<file path="src/rtl/muldiv_pkg.sv">
// Shared types for the iterative multiply/divide sequencer.
//   op_t    : decoded view of the 3-bit op field {is_div, is_unsigned, sel_hi}
//   state_t : sequencer states IDLE -> PREP -> CALC -> FIX -> DONE
package muldiv_pkg;

  // Bit positions inside the op field.
  localparam int unsigned OP_SEL_HI      = 0;
  localparam int unsigned OP_IS_UNSIGNED = 1;
  localparam int unsigned OP_IS_DIV      = 2;

  typedef struct packed {
    logic is_div;       // 1: div/mod, 0: mul/muh
    logic is_unsigned;  // 1: unsigned operands
    logic sel_hi;       // 1: high product half / remainder
  } op_t;

  typedef enum logic [2:0] {
    S_IDLE = 3'd0,
    S_PREP = 3'd1,
    S_CALC = 3'd2,
    S_FIX  = 3'd3,
    S_DONE = 3'd4
  } state_t;

endpackage

</file>
<file path="src/rtl/muldiv_step.sv">
// One iteration of the multiply/divide datapath, purely combinational.
//   is_div : selects compare-subtract-shift (1) or add-shift (0)
//   acc    : accumulator (mul high half) / partial remainder (div)
//   lo     : multiplier being consumed (mul) / dividend turning into quotient (div)
//   mag    : multiplicand (mul) / divisor (div), both as unsigned magnitudes
//   acc_nx, lo_nx : register values after this iteration
module muldiv_step #(
  parameter int unsigned WIDTH = 32
) (
  input  logic             is_div,
  input  logic [WIDTH-1:0] acc,
  input  logic [WIDTH-1:0] lo,
  input  logic [WIDTH-1:0] mag,
  output logic [WIDTH-1:0] acc_nx,
  output logic [WIDTH-1:0] lo_nx
);

  logic [WIDTH:0]   sum;    // mul: acc + mcand with carry kept
  logic [WIDTH:0]   sel;    // mul: value shifted down into {acc, lo}
  logic [WIDTH:0]   sh;     // div: {rem, quo[MSB]}
  logic [WIDTH-1:0] diff;   // div: sh - divisor, only meaningful when sh >= divisor
  logic             ge;

  always_comb begin
    sum  = {1'b0, acc} + {1'b0, mag};
    sel  = lo[0] ? sum : {1'b0, acc};
    sh   = {acc, lo[WIDTH-1]};
    ge   = (sh >= {1'b0, mag});
    // When sh >= divisor the difference is below the divisor, so it fits in WIDTH bits.
    diff = sh[WIDTH-1:0] - mag;

    acc_nx = '0;
    lo_nx  = '0;
    if (is_div) begin
      if (ge) begin
        acc_nx = diff;
        lo_nx  = {lo[WIDTH-2:0], 1'b1};
      end else begin
        acc_nx = sh[WIDTH-1:0];
        lo_nx  = {lo[WIDTH-2:0], 1'b0};
      end
    end else begin
      acc_nx = sel[WIDTH:1];
      lo_nx  = {sel[0], lo[WIDTH-1:1]};
    end
  end

endmodule

</file>
<file path="src/rtl/muldiv_seq.sv">
// Iterative multiply/divide sequencer for mul/muh/mulu/muhu and div/mod/divu/modu.
// Fixed latency: WIDTH+3 cycles from accepted start to the one-cycle done.
//   clk, rst_n : clock, synchronous active-low reset
//   start      : request, sampled only in IDLE
//   op         : {is_div, is_unsigned, sel_hi}
//   a, b       : operands, captured with start
//   cancel     : abort an operation in flight (no effect in DONE)
//   busy       : state != IDLE
//   stall      : holds the core until the result is presented
//   done       : high for the single DONE cycle
//   result     : result, loaded in FIX and held afterwards
//   div_zero   : divide by zero flag, loaded with result
module muldiv_seq
  import muldiv_pkg::*;
#(
  parameter int unsigned WIDTH = 32,
  parameter int unsigned CNT_W = 6
) (
  input  logic             clk,
  input  logic             rst_n,
  input  logic             start,
  input  logic [2:0]       op,
  input  logic [WIDTH-1:0] a,
  input  logic [WIDTH-1:0] b,
  input  logic             cancel,
  output logic             busy,
  output logic             stall,
  output logic             done,
  output logic [WIDTH-1:0] result,
  output logic             div_zero
);

  localparam logic [CNT_W-1:0] LAST_CNT = CNT_W'(WIDTH - 1);
  localparam logic [WIDTH-1:0] ALL_ONES = '1;

  state_t           state, state_nx;
  logic [CNT_W-1:0] cnt;
  op_t              op_q;
  logic [WIDTH-1:0] a_q, b_q;
  logic [WIDTH-1:0] acc, lo, mag;
  logic             sign_q, sign_r;

  logic             is_signed;
  logic [WIDTH-1:0] a_mag, b_mag;
  logic [WIDTH-1:0] acc_nx, lo_nx;

  logic [2*WIDTH-1:0] prod, prod_fix;
  logic [WIDTH-1:0]   quo_fix, rem_fix, fix_result;
  logic               b_zero, fix_dz;

  function automatic logic [WIDTH-1:0] abs_of(input logic [WIDTH-1:0] v, input logic sgn);
    return (sgn && v[WIDTH-1]) ? -v : v;
  endfunction

  muldiv_step #(.WIDTH(WIDTH)) u_step (
    .is_div (op_q.is_div),
    .acc    (acc),
    .lo     (lo),
    .mag    (mag),
    .acc_nx (acc_nx),
    .lo_nx  (lo_nx)
  );

  // State register
  always_ff @(posedge clk) begin
    if (!rst_n) state <= S_IDLE;
    else        state <= state_nx;
  end

  // Next-state logic
  always_comb begin
    state_nx = state;
    case (state)
      S_IDLE: if (start && !cancel) state_nx = S_PREP;
      S_PREP: state_nx = cancel ? S_IDLE : S_CALC;
      S_CALC: begin
        if (cancel)               state_nx = S_IDLE;
        else if (cnt == LAST_CNT) state_nx = S_FIX;
      end
      S_FIX:  state_nx = cancel ? S_IDLE : S_DONE;
      S_DONE: state_nx = S_IDLE;
      default: state_nx = S_IDLE;
    endcase
  end

  // Outputs decoded from state
  always_comb begin
    busy  = (state != S_IDLE);
    done  = (state == S_DONE);
    stall = ((state == S_IDLE) && start && !cancel) ||
            (state == S_PREP) || (state == S_CALC) || (state == S_FIX);
  end

  // Operand magnitudes formed in PREP from the captured operands
  always_comb begin
    is_signed = !op_q.is_unsigned;
    a_mag     = abs_of(a_q, is_signed);
    b_mag     = abs_of(b_q, is_signed);
  end

  // Sign fix-up and result selection evaluated during FIX
  always_comb begin
    b_zero   = (b_q == '0);
    prod     = {acc, lo};
    prod_fix = sign_q ? -prod : prod;
    quo_fix  = sign_q ? -lo : lo;
    rem_fix  = sign_r ? -acc : acc;
    // Divide by zero: CALC still ran, its output is replaced here.
    if (op_q.is_div && b_zero) begin
      quo_fix = ALL_ONES;
      rem_fix = a_q;
    end
    fix_dz = op_q.is_div && b_zero;
    if (op_q.is_div) fix_result = op_q.sel_hi ? rem_fix : quo_fix;
    else             fix_result = op_q.sel_hi ? prod_fix[2*WIDTH-1:WIDTH] : prod_fix[WIDTH-1:0];
  end

  // Datapath registers
  always_ff @(posedge clk) begin
    if (!rst_n) begin
      cnt      <= '0;
      op_q     <= '0;
      a_q      <= '0;
      b_q      <= '0;
      acc      <= '0;
      lo       <= '0;
      mag      <= '0;
      sign_q   <= 1'b0;
      sign_r   <= 1'b0;
      result   <= '0;
      div_zero <= 1'b0;
    end else begin
      case (state)
        S_IDLE: begin
          if (start && !cancel) begin
            op_q <= op_t'(op);
            a_q  <= a;
            b_q  <= b;
          end
        end
        S_PREP: begin
          // Multiply consumes b bit by bit; divide shifts a into the remainder.
          lo     <= op_q.is_div ? a_mag : b_mag;
          mag    <= op_q.is_div ? b_mag : a_mag;
          acc    <= '0;
          cnt    <= '0;
          sign_q <= is_signed && (a_q[WIDTH-1] ^ b_q[WIDTH-1]);
          sign_r <= is_signed && a_q[WIDTH-1];
        end
        S_CALC: begin
          acc <= acc_nx;
          lo  <= lo_nx;
          cnt <= cnt + CNT_W'(1);
        end
        S_FIX: begin
          if (!cancel) begin
            result   <= fix_result;
            div_zero <= fix_dz;
          end
        end
        default: ;
      endcase
    end
  end

endmodule

</file>
<file path="config.mk">
export PLATFORM = sky130hd
export DESIGN_NAME = muldiv_seq
export DESIGN_NICKNAME = d
export VERILOG_FILES = /design/src/rtl/muldiv_pkg.sv /design/src/rtl/muldiv_step.sv /design/src/rtl/muldiv_seq.sv
export SDC_FILE = /design/constraint.sdc
export NUM_CORES = 1
export LEC_CHECK = 0
export ABC_AREA = 1
export BUFFER_PORTS_ARGS = -buffer_cell sky130_fd_sc_hd__buf_2
export CAP_MARGIN = 20
export CORE_UTILIZATION = 54
export DETAILED_ROUTE_END_ITERATION = 12
export GPL_TIMING_DRIVEN = 0
export MAX_ROUTING_LAYER = met4
export PLACE_DENSITY = 0.7
export REMOVE_ABC_BUFFERS = 1
export SLEW_MARGIN = 5
export SYNTH_ARGS = -nofsm -noshare
export SYNTH_HDL_FRONTEND = slang
export SYNTH_SLANG_ARGS = --single-unit
export TNS_END_PERCENT = 10
</file>
<file path="constraint.sdc">
create_clock -name clk -period 4.4 [get_ports clk]
set_clock_uncertainty 0.2 [all_clocks]
set_input_delay 0.88 -clock clk [delete_from_list [all_inputs] [get_ports clk]]
set_output_delay 0.88 -clock clk [all_outputs]
set_load 0.05 [all_outputs]
</file>
## Yosys cells after proc, flatten, opt, wreduce, memory -nomap -nowiden

Index checks and enable logic that the tools add are counted.

| storage, ports and cells | value |
|---|---|
| flip-flop bits (word level) | 207 |
| latch bits | 0 |
| RAM bits | 0 |
| bits in read-only memories | 0 |
| output and inout bits | 36 |
| word-level logic and storage cells | 77 |
| memories kept | 0 |

| cells by class | value |
|---|---|
| add/subtract/negate cells | 8 |
| multiply operators | 0 |
| div/mod/pow operators | 0 |
| magnitude comparators | 1 |
| eq/ne operators | 7 |
| shift operators | 0 |
| multiplexer cells | 26 |
| bitwise operators | 2 |
| reduce and logical (&&, ||, !) cells | 19 |

Operator list:

| kind | number |
|---|---|
| two-way mux 32 bit | 14 |
| negator 32 bit | 4 |
| one-hot mux 32 bit (2 select lines) | 2 |
| two-way mux 64 bit | 1 |
| negator 64 bit | 1 |
| adder 32 x 32 -> 33 bit | 1 |
| greater-or-equal comparator 33 x 32 -> 1 bit | 1 |
| two-way mux 33 bit | 1 |
| logical NOT 32 bit | 1 |
| subtractor 32 bit | 1 |
| two-way mux 3 bit | 4 |
| one-hot mux 3 bit (4 select lines) | 1 |
| one-hot mux 6 bit (2 select lines) | 1 |
| logical AND 1 bit | 7 |
| adder 6 x 1 -> 6 bit (second input constant) | 1 |
| equality test 3 x 2 -> 1 bit (second input constant) | 2 |
| equality test 6 x 5 -> 1 bit (second input constant) | 1 |
| AND reduction 2 bit | 3 |
| equality test 3 x 1 -> 1 bit (second input constant) | 1 |
| equality test 3 bit (second input constant) | 1 |
| logical NOT 3 bit | 1 |
| logical OR 1 bit | 3 |
| != test 3 bit (second input constant) | 1 |
| nonzero test 3 bit | 1 |
| 7 further kinds | 8 |

## Logic depth before layout (Yosys ltp)

| depth | value |
|---|---|
| depth after elaboration | 6 |
| gate-level depth with buffers | 20 |

## Hierarchy

From an unflattened synthesis, not the netlist that was laid out.

| unflattened totals | value |
|---|---|
| cells, all modules | 3670 |
| area, all modules | 20412.1 um2 |

Modules (own cells, without submodules):

| module | times used | cells each | area each (um2) | seq. area each (um2) |
|---|---|---|---|---|
| muldiv_seq | 1 | 2298 | 13894.6 | 4144.0 |
| muldiv_step | 1 | 1372 | 6517.5 | 0.0 |

## Least setup slack after synthesis

No wires, ideal clock.

| timing path | value |
|---|---|
| path type | input-to-output |
| start point | in cancel |
| end point | out stall |
| data arrival time | 1.793 ns |
| required time | 3.320 ns |
| setup slack | 1.527 ns |
| stages | 3 |
| path buffers | 0 |
| cells stage by stage | inv_1 -> nand2_1 -> a21oi_1 |

| on the way | value |
|---|---|
| word-level cells in the longest chain between the ends | 5 |

Ends and longest elaborated chain:

| element | line | text |
|---|---|---|
| from (decl) | muldiv_seq.sv:25 | `input logic cancel,` |
| logical NOT 1 bit | -- |  |
| logical AND 1 bit | muldiv_seq.sv:90 | `stall = ((state == S_IDLE) && start && !cancel) \|\|` |
| logical OR 1 bit | muldiv_seq.sv:90 |  |
| logical OR 1 bit (2 in a row) | muldiv_seq.sv:91 | `(state == S_PREP) \|\| (state == S_CALC) \|\| (state == S_FIX);` |
| to (decl) | muldiv_seq.sv:27 | `output logic stall,` |

No other way between the ends.

## Worst setup path after layout

| timing path | value |
|---|---|
| start point | reg lo[0] |
| end point | reg result[0] |

| on the way | value |
|---|---|
| word-level cells in the longest chain between the ends | 5 |
| elaborated cells between the ends (all ways) | 8 |

Ends and longest elaborated chain:

| element | line | text |
|---|---|---|
| from (decl) | muldiv_seq.sv:40 | `logic [WIDTH-1:0] acc, lo, mag;` |
| from (signal assigned) | muldiv_seq.sv:143 | `lo <= op_q.is_div ? a_mag : b_mag;` |
| from (signal assigned) | muldiv_seq.sv:152 | `lo <= lo_nx;` |
| negator 32 bit | muldiv_seq.sv:106 | `quo_fix = sign_q ? -lo : lo;` |
| two-way mux 32 bit | muldiv_seq.sv:106 |  |
| two-way mux 32 bit | muldiv_seq.sv:109 | `if (op_q.is_div && b_zero) begin` |
| two-way mux 32 bit | muldiv_seq.sv:114 | `if (op_q.is_div) fix_result = op_q.sel_hi ? rem_fix : quo_fix;` |
| two-way mux 32 bit * | muldiv_seq.sv:114 |  |
| to (signal assigned) | muldiv_seq.sv:157 | `result <= fix_result;` |
| to (decl) | muldiv_seq.sv:29 | `output logic [WIDTH-1:0] result,` |

Mark *: on every way between the ends. The rest lies on a longest branch, timed or not.
A chain may end at the register's enable or synchronous reset.

==> reports/qor.csv <==
metric;value;unit
grt ovf;0;
GRT Total Usage;44.2;%
area of the multi-input gates;13500;µm²
Post-synth EDFFs;0;
width of the die;195;µm
initial antenna violation count;2;
Peak Freq;0.246;GHz
Cell Rows;70;
internal power component;4.17;mW
port buffer count;106;
PD cells;339;nW/µm²
post-route ant nets;0;
Max FO, Critical Path;38;
critical path class;flip-flop to flip-flop;
crit end category;flip-flop;
vias;23900;
Async SR Flop Fraction;0;%
Clk pin slew, worst setup/hold paths;0.06;ns
met1 Use GR;49.8;%
WHS Path Cells;2;
Residual DRC;0;
CP max-delay cell;dfxtp_2;
outcome;finished clean;
Yosys reg bits;207;
Slew Limit Fails;0;
most common cell in the netlist;nand2_1;
Post-Synth Simple-Gate Area;41.6;%
critical path startpoint;lo[0];
CTS Hold Buffers Added;0;
largest net degree at the start of global routing;110;
Req. time, crit path;4.67;ns
fin nets;3675;
sw power;3.24;mW
Final Power;7.41;mW
WL final;82.8;mm
DR vias/cell;5.94;
startpoint class of the critical path;flip-flop;
vias in the first global route;22500;
CTS tree;done;
detailed placement HPWL;63.3;mm
Yosys top cell area share;20.7;%
share of cells above drive strength 1;8.87;%
fin area;21800;µm²
grt peak-use layer;met2;
IR drop worst, VDD;0.376;mV
synthesis-to-layout area growth;8.76;%
final core utilization;59.6;%
Hold WC Path Type;flip-flop to flip-flop;
Placed Area;20900;µm²
cell type with the largest total area after synthesis;dfxtp_1;
Sw Share;43.7;%
1st-pass router iterations;7;
final worst-path cycle share;92.2;%
FF-to-FF path depth;14;
Wirelength per Cell;20.6;µm
register area share after synthesis;20.7;%
Yosys cell types;53;
min-delay src;result[1];
Final Setup Violations;0;
Die Y;195;µm
Main synth FF type;dfxtp_1;
Max-cap violations;0;
root buffer cell;clkbuf_16;
Fillers;3637;
clk sinks;207;
Synth Area in Compound Gates;16.9;%
post-CTS setup buffer count;0;
top post-synthesis cells by count;1062 x nand2_1, 436 x inv_1, 353 x nand3_1;
cts repair resizes;0;
GPL Wtd Cong;1.05;
Synth warnings;0;
Starting Density;54.8;%
share of total power in the clock network;30.9;%
cells taking the most area after synthesis;dfxtp_1 21%, nand2_1 20%, nand3_1 8.8%, inv_1 8.2%, a21oi_1 6.6%;
Worst path most repeated cell;nand2_1;
minimum clock period after layout;4.06;ns
Mean Syn Cell Area;5.68;µm²
Worst slew margin;29.9;%
crit path cell chain;inv_2 -> ha_1 -> nand3_2 -> nor2_2 -> nand2_1 -> nor2_1 -> a21oi_1 -> nor2_1 -> nand2_1 -> nand2_1 -> o21ai_0 -> nand3_1 -> nand2_1 -> inv_1;
final setup TNS;0;ns
main combinational cell family by area after synthesis;simple AND/OR/NAND/NOR gates;
Netlist Area Pre-Place;20100;µm²
Gate power share;40.1;%
crit-path max cell delay;0.91;ns
Setup WS pre-CTS;0.536;ns
hold violation count in the final report;0;
Post-Synth Adder-Cell Area;4.50;%
Clock Tree Buf Depth;3;
Clock Latency Late Sink;0.58;ns
Core ar.;36600;µm²
die footprint;37900;µm²
met2 Use GR;73.8;%
Least-Margin Pin Slew;1.05;ns
CTS buffer count;25;
reg2reg start;lo[0];
final worst slack;0.343;ns
unrepaired setup endpoints after global routing;no;
mux contribution to synthesized area;0;%
Synth Area in XOR/XNOR;4.32;%
H-tree levels;1;
LEAKAGE;10.6;nW
Cells after Synth;3535;
DR iter-0 viols;2577;
I/O Pins;107;
sequential share of power;29.0;%
sequential cell area;4150;µm²
CP arrival;4.33;ns
first-pass GRT wire length;126;mm
GRT met3 Usage;6.37;%
## sequential cells by signal, indices dropped and copies added, names as in the netlist, 3 cells and up
signal and cells:
a_q 32, acc 32, b_q 32, lo 32, mag 32, result 32
cnt 6, op_q 3, state 3
## layer usage
layer	routed length, µm	part of all wire [%]
met5	0	0
met4	5840	7.1
met3	6960	8.4
met2	38900	47
met1	31100	38
## layout by cell type (no fill, tap or decap), drive strengths merged, types with 17 or more instances in the layout
cell and n:
dfxtp 207, nand3b 18, buf 125, xnor2 17
o21ai 216, nand3 377, nand2 1083, ha 69
or2 20, nor2 352, o211ai 47, nor3 29
inv 467, a21oi 285, clkbuf 30, a31oi 25
xor2 82, nand4 37
## through the flow
stage / hold WS (ns) / std cells
4_1_cts: 0.265 / 4019
2_1_floorplan: 0.231 / 3381
6_report: 0.263 / 4021
3_3_place_gp: 0.250 / 3955
3_5_place_dp: 0.255 / 3974
5_1_grt: 0.297 / 4021
## final cells by class
type / instances / share of cell area, %
multi-input cells: 2710 / 62.0
clock inverters: 15 / 0.917
well taps: 468 / 2.68
repair buffers: 125 / 4.20
flip-flops and latches: 207 / 19.0
inverters: 464 / 8.04
clock buffers: 30 / 3.14
diodes: 2 / 0.0229
## path summary, 6_finish.rpt
path | endpoint | slack [ns]
setup reg to reg | result[0] | 0.34
setup / recovery | result[0] | 0.34
hold / removal | result[1] | 0.26
hold reg to reg | result[1] | 0.26
## logic make-up after synthesis
logic type | count (synthesis)
xor gates and xnor gates | 99
adders and majority gates | 71
and+or+nand+nor | 1927
buffers and inverters | 618
DFF | 207
AOI/OAI and AO/OA | 613
## critical path: cells and delay by family (launching register included)
| family | cells | cell delay (ns) |
|---|---|---|
| compound gates | 2 | 0.48 |
| fa+ha+maj | 1 | 0.46 |
| buf+inv | 2 | 0.69 |
| flops | 1 | 0.91 |
| simple gates | 9 | 1.14 |
## power by group through the flow
stage               registers [mW]  logic [mW]  clock network [mW]
floorplan                     2.14        1.91                   0
global route                  2.15        3.22                2.35
finish                        2.14        2.97                2.29
detailed placement            2.17        2.87                   0
CTS                           2.13        2.89                2.29
global placement              2.22        2.75                   0
Power figures use the tool's default switching activity.
